--- src/rtl/game_pkg.sv ---
// Shared types and defaults for the artillery game sequencer: FSM states,
// shot result codes and saturating 3-bit health helpers.
package game_pkg;

    localparam int DEF_MAX_HEALTH = 3;
    localparam int DEF_MAX_ANGLE  = 9;

    typedef enum logic [2:0] {
        AIM,
        LAUNCH,
        FLIGHT,
        RESOLVE,
        GAME_OVER
    } state_e;

    typedef enum logic [2:0] {
        NONE,
        TARGET,
        OBSTACLE,
        POWERUP,
        OOB
    } result_e;

    function automatic logic [2:0] sat_inc(input logic [2:0] v, input logic [2:0] lim);
        return (v >= lim) ? lim : v + 3'd1;
    endfunction

    function automatic logic [2:0] sat_dec(input logic [2:0] v);
        return (v == 3'd0) ? 3'd0 : v - 3'd1;
    endfunction

endpackage

--- src/rtl/game_sequencer_if.sv ---
// Button, projectile-datapath and status signals of the game sequencer.
// The slave modport is the sequencer side, master is the environment side.
interface game_sequencer_if;

    logic       btn_fire;
    logic       btn_up;
    logic       btn_down;
    logic       shot_active;
    logic       hit_target;
    logic       hit_obstacle;
    logic       hit_powerup;
    logic       out_of_bounds;
    logic       fire;
    logic [3:0] angle;
    logic       turn;
    logic [2:0] health_0;
    logic [2:0] health_1;
    logic       p_display;
    logic       game_over;
    logic       winner;

    modport slave (
        input  btn_fire, btn_up, btn_down, shot_active,
               hit_target, hit_obstacle, hit_powerup, out_of_bounds,
        output fire, angle, turn, health_0, health_1, p_display, game_over, winner
    );

    modport master (
        output btn_fire, btn_up, btn_down, shot_active,
               hit_target, hit_obstacle, hit_powerup, out_of_bounds,
        input  fire, angle, turn, health_0, health_1, p_display, game_over, winner
    );

endinterface

--- src/rtl/game_sequencer_btn_edge.sv ---
// Registered rising-edge detector: one pulse per press, however long the button is held.
module btn_edge (
    input  logic clk_i,
    input  logic rst_i,
    input  logic btn_i,
    output logic rise_o
);

    logic prev_q;
    logic rise_q;

    always_ff @(posedge clk_i) begin
        if (rst_i) begin
            prev_q <= 1'b0;
            rise_q <= 1'b0;
        end else begin
            prev_q <= btn_i;
            rise_q <= btn_i & ~prev_q;
        end
    end

    assign rise_o = rise_q;

endmodule

--- src/rtl/game_sequencer.sv ---
// Two-player turn sequencer: aim, launch, track the flight result, update health.
// Define SHOT_TIMEOUT_EN to add a FLIGHT watchdog that forces an out-of-bounds result.
module game_sequencer
    import game_pkg::*;
#(
    parameter int MAX_HEALTH     = DEF_MAX_HEALTH,
    parameter int MAX_ANGLE      = DEF_MAX_ANGLE,
    parameter int RESTART_CYCLES = 400,
    parameter int TIMEOUT_CYCLES = 4095
) (
    input logic clk50,
    input logic rst,
    game_sequencer_if.slave bus
);

    localparam int         GO_W = $clog2(RESTART_CYCLES + 1);
    localparam logic [2:0] HMAX = 3'(MAX_HEALTH);
    localparam logic [3:0] AMAX = 4'(MAX_ANGLE);

    state_e      state_q;
    result_e     result_q;
    result_e     flight_res;
    logic [3:0]  angle_q;
    logic        turn_q;
    logic        fire_q;
    logic [2:0]  health_0_q, health_0_d;
    logic [2:0]  health_1_q, health_1_d;
    logic        p_display_q;
    logic        game_over_q;
    logic        winner_q;
    logic        shot_prev_q;
    logic [GO_W-1:0] go_cnt_q;
    logic        fire_rise, up_rise, down_rise;

`ifdef SHOT_TIMEOUT_EN
    localparam int WD_W = $clog2(TIMEOUT_CYCLES + 1);
    logic [WD_W-1:0] wd_q;
`endif

    btn_edge u_fire (.clk_i(clk50), .rst_i(rst), .btn_i(bus.btn_fire), .rise_o(fire_rise));
    btn_edge u_up   (.clk_i(clk50), .rst_i(rst), .btn_i(bus.btn_up),   .rise_o(up_rise));
    btn_edge u_down (.clk_i(clk50), .rst_i(rst), .btn_i(bus.btn_down), .rise_o(down_rise));

    // Highest-priority result seen this cycle; a dropped shot_active counts as out of bounds.
    always_comb begin
        flight_res = NONE;
        if (bus.hit_target)
            flight_res = TARGET;
        else if (bus.hit_obstacle)
            flight_res = OBSTACLE;
        else if (bus.hit_powerup && p_display_q)
            flight_res = POWERUP;
        else if (bus.out_of_bounds || (shot_prev_q && !bus.shot_active))
            flight_res = OOB;
`ifdef SHOT_TIMEOUT_EN
        if (flight_res == NONE && wd_q == WD_W'(TIMEOUT_CYCLES - 1))
            flight_res = OOB;
`endif
    end

    always_comb begin
        health_0_d = health_0_q;
        health_1_d = health_1_q;
        case (result_q)
            TARGET: begin
                if (turn_q) health_0_d = sat_dec(health_0_q);
                else        health_1_d = sat_dec(health_1_q);
            end
            POWERUP: begin
                if (turn_q) health_1_d = sat_inc(health_1_q, HMAX);
                else        health_0_d = sat_inc(health_0_q, HMAX);
            end
            default: ;
        endcase
    end

    always_ff @(posedge clk50) begin
        if (rst) begin
            state_q     <= AIM;
            result_q    <= NONE;
            angle_q     <= 4'd0;
            turn_q      <= 1'b0;
            fire_q      <= 1'b0;
            health_0_q  <= HMAX;
            health_1_q  <= HMAX;
            p_display_q <= 1'b1;
            game_over_q <= 1'b0;
            winner_q    <= 1'b0;
            shot_prev_q <= 1'b0;
            go_cnt_q    <= '0;
`ifdef SHOT_TIMEOUT_EN
            wd_q        <= '0;
`endif
        end else begin
            fire_q      <= 1'b0;
            shot_prev_q <= bus.shot_active;
`ifdef SHOT_TIMEOUT_EN
            wd_q        <= '0;
`endif
            case (state_q)
                AIM: begin
                    if (up_rise && !down_rise && angle_q != AMAX)
                        angle_q <= angle_q + 4'd1;
                    else if (down_rise && !up_rise && angle_q != 4'd0)
                        angle_q <= angle_q - 4'd1;
                    if (fire_rise) begin
                        state_q <= LAUNCH;
                        fire_q  <= 1'b1;
                    end
                end
                LAUNCH: state_q <= FLIGHT;
                FLIGHT: begin
`ifdef SHOT_TIMEOUT_EN
                    wd_q <= wd_q + 1'b1;
`endif
                    if (flight_res != NONE) begin
                        result_q <= flight_res;
                        state_q  <= RESOLVE;
                    end
                end
                RESOLVE: begin
                    health_0_q <= health_0_d;
                    health_1_q <= health_1_d;
                    turn_q     <= ~turn_q;
                    if (result_q == POWERUP)
                        p_display_q <= 1'b0;
                    if (health_0_d == 3'd0 || health_1_d == 3'd0) begin
                        state_q     <= GAME_OVER;
                        game_over_q <= 1'b1;
                        winner_q    <= (health_0_d == 3'd0);
                        go_cnt_q    <= '0;
                    end else begin
                        state_q <= AIM;
                    end
                end
                GAME_OVER: begin
                    if (go_cnt_q == GO_W'(RESTART_CYCLES - 1)) begin
                        state_q     <= AIM;
                        go_cnt_q    <= '0;
                        health_0_q  <= HMAX;
                        health_1_q  <= HMAX;
                        p_display_q <= 1'b1;
                        game_over_q <= 1'b0;
                        turn_q      <= 1'b0;
                    end else begin
                        go_cnt_q <= go_cnt_q + 1'b1;
                    end
                end
                default: state_q <= AIM;
            endcase
        end
    end

    assign bus.fire      = fire_q;
    assign bus.angle     = angle_q;
    assign bus.turn      = turn_q;
    assign bus.health_0  = health_0_q;
    assign bus.health_1  = health_1_q;
    assign bus.p_display = p_display_q;
    assign bus.game_over = game_over_q;
    assign bus.winner    = winner_q;

endmodule

--- src/flat_wrapper.sv ---
// flat-port wrapper written by rule: the top's interface ports become plain ports
module game_sequencer_flat import game_pkg::*;
#(
    parameter int MAX_HEALTH     = DEF_MAX_HEALTH,
    parameter int MAX_ANGLE      = DEF_MAX_ANGLE,
    parameter int RESTART_CYCLES = 400,
    parameter int TIMEOUT_CYCLES = 4095
)
  (clk50, rst, bus_btn_fire, bus_btn_up, bus_btn_down, bus_shot_active, bus_hit_target, bus_hit_obstacle, bus_hit_powerup, bus_out_of_bounds, bus_fire, bus_angle, bus_turn, bus_health_0, bus_health_1, bus_p_display, bus_game_over, bus_winner);
  game_sequencer_if bus_i ();
  input logic clk50;
  input logic rst;
  input wire logic [$bits(bus_i.btn_fire)-1:0] bus_btn_fire;
  input wire logic [$bits(bus_i.btn_up)-1:0] bus_btn_up;
  input wire logic [$bits(bus_i.btn_down)-1:0] bus_btn_down;
  input wire logic [$bits(bus_i.shot_active)-1:0] bus_shot_active;
  input wire logic [$bits(bus_i.hit_target)-1:0] bus_hit_target;
  input wire logic [$bits(bus_i.hit_obstacle)-1:0] bus_hit_obstacle;
  input wire logic [$bits(bus_i.hit_powerup)-1:0] bus_hit_powerup;
  input wire logic [$bits(bus_i.out_of_bounds)-1:0] bus_out_of_bounds;
  output wire logic [$bits(bus_i.fire)-1:0] bus_fire;
  output wire logic [$bits(bus_i.angle)-1:0] bus_angle;
  output wire logic [$bits(bus_i.turn)-1:0] bus_turn;
  output wire logic [$bits(bus_i.health_0)-1:0] bus_health_0;
  output wire logic [$bits(bus_i.health_1)-1:0] bus_health_1;
  output wire logic [$bits(bus_i.p_display)-1:0] bus_p_display;
  output wire logic [$bits(bus_i.game_over)-1:0] bus_game_over;
  output wire logic [$bits(bus_i.winner)-1:0] bus_winner;
  assign bus_i.btn_fire = bus_btn_fire;
  assign bus_i.btn_up = bus_btn_up;
  assign bus_i.btn_down = bus_btn_down;
  assign bus_i.shot_active = bus_shot_active;
  assign bus_i.hit_target = bus_hit_target;
  assign bus_i.hit_obstacle = bus_hit_obstacle;
  assign bus_i.hit_powerup = bus_hit_powerup;
  assign bus_i.out_of_bounds = bus_out_of_bounds;
  assign bus_fire = bus_i.fire;
  assign bus_angle = bus_i.angle;
  assign bus_turn = bus_i.turn;
  assign bus_health_0 = bus_i.health_0;
  assign bus_health_1 = bus_i.health_1;
  assign bus_p_display = bus_i.p_display;
  assign bus_game_over = bus_i.game_over;
  assign bus_winner = bus_i.winner;
  game_sequencer #(.MAX_HEALTH(MAX_HEALTH), .MAX_ANGLE(MAX_ANGLE), .RESTART_CYCLES(RESTART_CYCLES), .TIMEOUT_CYCLES(TIMEOUT_CYCLES)) u_core (.clk50(clk50), .rst(rst), .bus(bus_i));
endmodule
--- config.mk ---
export PLATFORM = sky130hd
export DESIGN_NAME = game_sequencer_flat
export DESIGN_NICKNAME = d
export VERILOG_FILES = /design/src/rtl/game_pkg.sv /design/src/rtl/game_sequencer_if.sv /design/src/rtl/game_sequencer_btn_edge.sv /design/src/rtl/game_sequencer.sv /design/src/flat_wrapper.sv
export SDC_FILE = /design/constraint.sdc
export NUM_CORES = 1
export LEC_CHECK = 0
export CORE_ASPECT_RATIO = 0.7
export CORE_MARGIN = 2
export CORE_UTILIZATION = 30
export DETAILED_ROUTE_END_ITERATION = 12
export PLACE_DENSITY = 0.58
export SLEW_MARGIN = 20
export SYNTH_ARGS = -nofsm -noshare
export SYNTH_HDL_FRONTEND = slang
export SYNTH_SLANG_ARGS = --single-unit
--- constraint.sdc ---
create_clock -name clk50 -period 6.9 [get_ports clk50]
set_input_delay 0.69 -clock clk50 [delete_from_list [all_inputs] [get_ports clk50]]
set_output_delay 0.69 -clock clk50 [all_outputs]
set_load 0.1 [all_outputs]
==> out/qor.yml, run 1 <==
peakVddDrop_mv: 0.0845
period_minus_slack_ns: 2.84
slowest_delay_ns: 1.23
outcome: "complete, no violations"
crit_arrival_ns: 2.15
syn_area_um2: 1990
fillCellCount: 643
ys_types: 49
rows: 24
drt_iter0_drc: 108
p_sw_share_pct: 30.7
postLayoutCoreUtil_pct: 38.1
pin_count: 25
seqPwrFrac_pct: 48.4
ys_ff_latch: 37
core-area_um2: 6340
tightest_slew_ns: 0.971
slew_violations: 0
fp.dieH_um: 72.2
place_congestion: 0.804
power.density_nw_per_um2: 201
cts_made_buffers: 5
h-tree-depth: 2
portBuffers: 24
cp-end-kind: "primary output"
setup_slack_ns: 4.06
synth_seq_area_share_pct: 37.1
maxCapViolations: 0
synth_edf_count: 0
cts_setup_buffers: 0
viasPerCell: 4.95
final_antenna_net_count: 0
setup_viol: 0
mostFrequentLayoutCells: "37 x dfxtp_1, 25 x nor2_1, 24 x clkdlybuf4s50_1"
setup_tns_ns: 0
yosys_warnings: 0
clkTransAtPathRegs_ns: 0.08
cp_top_family: "buffers and inverters"
leakagePower_nw: 0.920
syn-num-nets: 255
final_common_cell: "dfxtp_1"
cp_max_fo: 15
relSlewSlack_pct: 35.1
antenna_found_initial: 0
start_util_pct: 31.5
detail_route.first_pass.iterations: 4
clock_path_buffers: 2
finalClockSkew_ns: 0.00637
routed_wirelength_um: 4390
hold_depth: 1
power_frac_clock_pct: 32.1
cts_sinks: 37
vias: 1723
finalHoldViolCount: 0
drc_errors: 0
grt_pass1_vias: 1531
ys.flop_type: "dfxtp_1"
fmax_mhz: 353
wl_per_cell_um: 12.6
timing.final.crit_share_pct: 41.1
grt_overflow: 0
track_usage_pct: 12.7
crit_type: "reg2out"
critical_path_required_ns: 6.21
clk_latency_ns: 0.29
p_comb_share_pct: 19.5
grt_max_degree: 27
cts.repair.resized: 0
die_w_um: 101
drive_gt1_share_pct: 5.45
internal_power_uw: 335
finalNonFillerCells: 348
fin_nets: 279
cp_num_cells: 1
syn_area_per_cell_um2: 8.56
synthArstFlopShare_pct: 0
place_hpwl_um: 3200
crit_buf_inv: 1
place_ws_ns: 4.26
hold_path_class: "reg2reg"
slowest_stage: "clkdlybuf4s50_1"
switchingPower_uw: 149
grt_pass1_wl_um: 7420
cts_tree: "done"
cts_hold_buf: 0
die_area_um2: 7330
startpoint_type: "flop"
reg2reg_depth: 9
clock-root-buffer: "clkbuf_8"
rsz0062_at_grt: "no"
syn_to_final_growth_pct: 21.1
syn_inst: 233
diodes: 0
path_cells: "clkdlybuf4s50_1"
dp.cells: 341
sequential cells by signal, summed over array words and instances (netlist names), 3 cells and up:
| name | count |
|---|---|
| u_core.go_cnt_q | 9 |
| u_core.bus.angle | 4 |
| u_core.bus.health_0 | 3 |
| u_core.state_q | 3 |
| u_core.result_q | 3 |
| u_core.bus.health_1 | 3 |
kinds of logic (layout without fill, tap and decap cells):
| group | after synthesis | count (layout) | share of synthesized area [%] |
|---|---|---|---|
| and+or+nand+nor | 88 | 88 | 23.8 |
| AOI/OAI and AO/OA | 64 | 64 | 21.9 |
| DFF | 37 | 37 | 37.1 |
| buffers and inverters | 21 | 45 | 4.01 |
| adders and majority gates | 12 | 12 | 7.90 |
| xor gates and xnor gates | 6 | 6 | 2.63 |
| muxes | 5 | 5 | 2.57 |
layout make-up:
cell class | count | area (um2) | area share [%]
Clock buffer | 6 | 82.6 | 3.42
Clock inverter | 1 | 7.51 | 0.311
Inverter | 13 | 48.8 | 2.02
Multi-Input combinational cell | 175 | 1170 | 48.6
Sequential cell | 37 | 741 | 30.7
Tap cell | 91 | 114 | 4.72
Timing Repair Buffer | 25 | 248 | 10.3
metal layers:
layer	global-route usage (%)	up-vias	part of all wire, %
met1	18.9	793	54
met4	3.60	0	0.50
li1	-	890	-
met2	17.6	38	40
met5	0	-	0
met3	3.85	2	5.2
stage by stage:
step                power (mW)  area [um2]  hold slack (ns)
global placement         0.334        2320            0.372
CTS                      0.491        2410            0.381
finish                   0.484        2410            0.382
floorplan                0.310        1990            0.367
detailed placement       0.334        2320            0.372
global route             0.511        2410            0.392
power by group through the flow:
stage	clock network [mW]	registers [mW]	logic (mW)
2_1_floorplan	0	0.270	0.0402
3_5_place_dp	0	0.240	0.0947
3_3_place_gp	0	0.239	0.0950
4_1_cts	0.161	0.235	0.0951
6_report	0.155	0.235	0.0944
5_1_grt	0.172	0.236	0.102
synth_stat cells, drive strengths merged (2+ instances only):
master | count | area share, %
inv | 12 | 2.3
xnor2 | 4 | 1.8
a221o | 2 | 1.0
nand3b | 3 | 1.3
and3 | 8 | 2.5
o31ai | 2 | 0.75
ha | 11 | 6.9
nor2b | 9 | 3.2
dfxtp | 37 | 37
or3 | 3 | 1.2
o21ai | 11 | 2.8
mux2i | 4 | 2.0
nand2 | 15 | 2.8
nor3b | 2 | 0.75
nor4bb | 2 | 1.0
a311oi | 2 | 0.88
o311ai | 2 | 0.88
nor2 | 25 | 4.7
a21o | 3 | 1.1
nand3 | 5 | 1.3
a22oi | 2 | 0.75
a21oi | 15 | 3.8
o21a | 4 | 1.5
o22ai | 3 | 0.94
or3b | 2 | 0.88
clkbuf | 7 | 1.3
a211o | 2 | 0.88
nand2b | 4 | 1.3
xor2 | 2 | 0.88
nor3 | 7 | 1.8
a211oi | 9 | 3.4
worst paths after layout:
check / slack (ns) / start / end
max reg2reg: 4.30 / u_core.bus.angle[0] / u_core.bus.angle[3]
min reg2reg: 0.38 / u_core.u_down.prev_q / u_core.u_down.rise_o
max: 4.06 / u_core.bus.turn / bus_turn
min: 0.38 / u_core.u_down.prev_q / u_core.u_down.rise_o
Note: power is estimated with default switching activity, not from simulation.
==> run 2: changes to the inputs <==
PLACE_DENSITY = 0.6   (was 0.58)
clock period = 2.5 ns   (was 6.9 ns; I/O delays follow)
==> run 2 against run 1 <==
  * Utilization increased by 0.39 points
  * Critical path depth rose by 6
  * Flip-flop and latch count is the same
  * Sequential power grew to 2.7 times the previous value
  * Routed wire length grew 11%
  * Clock-buffer cell count grew 2
  * First-iteration DRC count decreased by 26%
  * Setup slack worse by 4.0 ns
  * Clock power grew to 2.8 times the previous value
  * Die area is the same
  * Non-clock buffer count increased by 6
  * Critical path type is now reg2reg
  * Critical endpoint is now u_core.go_cnt_q[1]
==> out/qor.yml, run 2 (synthesis gave the netlist of run 1 again) <==
outcome: "complete, no violations"
die_w_um: 101
clock_path_buffers: 2
fillCellCount: 664
vias: 1753
grt_pass1_wl_um: 8060
die_area_um2: 7330
drc_errors: 0
start_util_pct: 31.5
cts_sinks: 37
grt_pass1_vias: 1601
startpoint_type: "flop"
clkTransAtPathRegs_ns: 0.08
fin_nets: 285
fmax_mhz: 415
portBuffers: 24
drt_iter0_drc: 80
holdWs_ns: 0.377
leakagePower_nw: 0.971
slew_violations: 0
clock-root-buffer: "clkbuf_8"
cts_hold_buf: 0
finalClockSkew_ns: 0.00863
crit_type: "reg2reg"
hold_path_class: "reg2reg"
period_minus_slack_ns: 2.41
cp_max_fo: 7
clk_latency_ns: 0.29
syn_to_final_growth_pct: 22.3
cts_made_buffers: 5
place_congestion: 0.833
core-area_um2: 6340
power.density_nw_per_um2: 555
cts_setup_buffers: 0
mostFrequentLayoutCells: "27 x dfxtp_1, 25 x nor2_1, 22 x buf_4"
final_antenna_net_count: 0
tightest_slew_ns: 0.738
diodes: 0
wl_per_cell_um: 13.8
maxCapViolations: 0
h-tree-depth: 2
p_total_mw: 1.35
finalHoldViolCount: 0
fp.dieH_um: 72.2
timing.final.crit_share_pct: 96.5
setup_viol: 0
top_register: "u_core.go_cnt_q"
detail_route.first_pass.iterations: 4
drive_gt1_share_pct: 16.7
reg2reg_depth: 7
grt_overflow: 0
critical_path_required_ns: 2.69
rsz0062_at_grt: "no"
antenna_found_initial: 0
peakVddDrop_mv: 0.371
relSlewSlack_pct: 50.5
final_common_cell: "dfxtp_1"
crit_arrival_ns: 2.60
rows: 24
cts.repair.resized: 0
pin_count: 25
cp-end-kind: "flop"
hold_depth: 1
grt_max_degree: 26
track_usage_pct: 14.0
place_hpwl_um: 3510
cts_tree: "done"
largest_reg_flops: 9
viasPerCell: 4.94
routed_wirelength_um: 4890
==> run 2: cell count changes in the layout (fill, tap and decap cells not counted) <==
cell,delta
clkdlybuf4s50_1,-15
o311ai_1,+1
dfxtp_1,-10
clkbuf_1,+2
dfxtp_2,+8
clkinvlp_4,-1
buf_4,+21
o311ai_0,-1
dfxtp_4,+2
==> run 2: critical path, cell delays in order, from the launching register on <==
cell     delay, ns
dfxtp_4       0.37
ha_1          0.20
or3b_1        0.38
o311a_1       0.30
a221o_1       0.28
or3_4         0.41
nor2b_4       0.15
a41o_1        0.22
==> run 2: path summary, 6_finish.rpt <==
path	startpoint	endpoint	slack (ns)
worst max-delay path	u_core.bus.health_1[0]	u_core.go_cnt_q[1]	0.09
worst max register to register	u_core.bus.health_1[0]	u_core.go_cnt_q[1]	0.09
worst min register to register	u_core.u_down.prev_q	u_core.u_down.rise_o	0.38
worst min-delay path	u_core.u_down.prev_q	u_core.u_down.rise_o	0.38
==> run 2: area by class of cell <==
type                    instances  area, um2  area share, %
flip-flops and latches         37        758           31.1
clock buffers                   8       90.1           3.69
well taps                      91        114           4.67
repair buffers                 31        255           10.5
multi-input cells             175       1170           48.1
inverters                      13       48.8           2.00
==> run 2: metal layers <==
layer / global-route usage (%) / vias to the layer above / part of all wire, %
li1: - / 897 / -
met1: 21.5 / 806 / 53
met2: 19.0 / 45 / 40
met3: 3.47 / 5 / 5.7
met4: 4.05 / 0 / 0.70
met5: 0 / - / 0
==> run 2: per-stage QoR <==
stage | instance area [um2] | worst slack, ns | util (%) | cells | setup TNS [ns]
after floorplan | 2010 | -0.0200 | - | 233 | -0.0200
after global placement | 2350 | 0.148 | 37.1 | 347 | 0
after detailed placement | 2350 | 0.107 | 37.1 | 347 | 0
after CTS | 2440 | 0.0881 | 38.5 | 355 | 0
after global routing | 2440 | 0.00120 | 38.5 | 355 | 0
final | 2440 | 0.0884 | 38.5 | 355 | 0
==> run 2: power breakdown <==
part           switching, mW  internal (mW)
sequential            0.0319          0.614
combinational          0.173         0.0940
clock                  0.215          0.225
==> run 3: changes to the inputs <==
CTS_CLUSTER_SIZE = 8   (was default)
SETUP_SLACK_MARGIN = 0.2   (was default)
==> run 3 against run 2 <==
  * First-iteration DRC count is 24% higher
  * Maximum frequency is 6.0% higher
  * Global-route usage is 0.36 points lower
  * Cell area is 2.8% higher
  * Clock power is 3% higher
  * Hold slack worse by 0.0015 ns
  * Combinational power hardly changed
  * Critical path depth stayed put
  * Die area stayed put
  * Register-to-register slack better by 0.14 ns
==> out/qor.yml, run 3 (synthesis gave the netlist of run 1 again) <==
finalHoldViolCount: 0
clk_latency_ns: 0.28
internal_power_uw: 955
grt_use_met1_pct: 20.7
setup_viol: 0
detail_route.first_pass.iterations: 4
setup_slack_ns: 0.224
power_frac_clock_pct: 33.2
antenna_found_initial: 0
leakagePower_nw: 0.985
timing.rr.start: "u_core.bus.health_1[0]"
start_util_pct: 31.5
timing.final.crit_share_pct: 91.0
viasPerCell: 5.09
crit_type: "reg2reg"
drt_iter0_drc: 99
grt_overflow: 0
track_usage_pct: 13.6
cp_max_fo: 6
final_antenna_net_count: 0
mostFrequentLayoutCells: "26 x dfxtp_1, 25 x nor2_1, 21 x buf_4"
syn_to_final_growth_pct: 25.7
maxCapViolations: 0
finalClockSkew_ns: 0.00491
slew_violations: 0
grt_pass1_vias: 1556
rows: 24
vias: 1803
use_met3_pct: 4.34
largest_reg_flops: 9
top_register: "u_core.go_cnt_q"
clock-root-buffer: "clkbuf_8"
clock_path_buffers: 2
routed_wirelength_um: 4760
cp-end-kind: "flop"
fp.dieH_um: 72.2
fmax_mhz: 439
tightest_slew_ns: 0.710
slowest_stage: "or3b_4"
clkTransAtPathRegs_ns: 0.07
cts_sinks: 37
die_area_um2: 7330
crit_arrival_ns: 2.45
reg2reg_depth: 7
drive_gt1_share_pct: 19.4
pin_count: 25
grt_max_degree: 26
startpoint: "u_core.bus.health_1[0]"
period_minus_slack_ns: 2.28
startpoint_type: "flop"
drc_errors: 0
p_sw_share_pct: 30.2
wl_per_cell_um: 13.4
p_comb_share_pct: 19.5
place_hpwl_um: 3450
grt_busiest_layer: "met1"
relSlewSlack_pct: 52.4
cts_made_buffers: 5
fin_nets: 284
diodes: 0
final_common_cell: "dfxtp_1"
outcome: "complete, no violations"
power.density_nw_per_um2: 546
rsz0062_at_grt: "yes"
grt_pass1_wl_um: 7830
switchingPower_uw: 414
place_ws_ns: 0.213
seqPwrFrac_pct: 47.4
endpoint: "u_core.go_cnt_q[1]"
core-area_um2: 6340
cts_tree: "done"
setup_tns_ns: 0
die_w_um: 101
critical_path_required_ns: 2.68
h-tree-depth: 2
place_congestion: 0.924
slowest_delay_ns: 0.39
reg2reg_slack_ns: 0.22
r2r-end: "u_core.go_cnt_q[1]"
peakVddDrop_mv: 0.290
hold_path_class: "reg2reg"
path_cells: "ha_4 -> or3b_4 -> o311a_1 -> a221o_1 -> or3_4 -> nor2b_4 -> a41o_1"
met2_usage_pct: 18.2
portBuffers: 24
-- run 3: cell count changes in the layout (fill, tap and decap cells not counted), sizes merged --
cell    previous run  this run
clkbuf             8         7
clkinv             1         2
buf               22        21
-- run 3: through the flow --
step           hold WS, ns  cell area (um2)  util, %  cells  total power [mW]
3_5_place_dp         0.373             2370     37.3    345             0.926
6_report             0.376             2510     39.6    354              1.37
2_1_floorplan        0.367             2040        -    233             0.856
5_1_grt              0.387             2510     39.6    354              1.44
3_3_place_gp         0.373             2370     37.3    345             0.922
4_1_cts              0.375             2480     39.1    353              1.39
-- run 3: power by group through the flow --
stage	Clock (mW)	Sequential, mW	Combinational (mW)
2_1_floorplan	0	0.745	0.112
3_3_place_gp	0	0.659	0.263
3_5_place_dp	0	0.661	0.265
4_1_cts	0.473	0.647	0.266
5_1_grt	0.497	0.655	0.290
6_report	0.454	0.648	0.266
-- run 3: worst min-delay path by stage --
| stage | start | endpoint | cells after the start |
|---|---|---|---|
| 3_3_place_gp | u_core.u_down.prev_q | u_core.u_down.rise_o | 1 |
| 5_1_grt | u_core.u_up.prev_q | u_core.u_up.rise_o | 1 |
| 6_report | u_core.u_down.prev_q | u_core.u_down.rise_o | 1 |
| 2_1_floorplan | u_core.u_down.prev_q | u_core.u_down.rise_o | 1 |
| 3_5_place_dp | u_core.u_down.prev_q | u_core.u_down.rise_o | 1 |
| 4_1_cts | u_core.u_down.prev_q | u_core.u_down.rise_o | 1 |
-- run 3: critical path, delay by kind of cell, from the launching register on --
kind / cells / cell delay [ns]
simple gates: 3 / 0.90
compound gates: 3 / 0.74
flops: 1 / 0.37
fa+ha+maj: 1 / 0.15
-- run 3: repair_timing --
| action | CTS | global route |
|---|---|---|
| resized for setup | 1 | 6 |
| hold buffers | 0 | 0 |
| buffers inserted | 0 | 1 |
| endpoints found under the setup margin | 3 | 11 |
-- run 3: per-layer routing --
layer | vias to the layer above | wire length (um)
met5 | - | 0
met2 | 47 | 1940
met4 | 0 | 38
li1 | 902 | -
met3 | 4 | 280
met1 | 850 | 2500
-- run 3: cell type report --
class / instances / area (um2)
Fill cell: 630 / 3830
Multi-Input combinational cell: 175 / 1230
Sequential cell: 37 / 769
Timing Repair Buffer: 30 / 248
Tap cell: 91 / 114
Clock buffer: 7 / 96.3
Inverter: 13 / 48.8
Clock inverter: 1 / 5.00
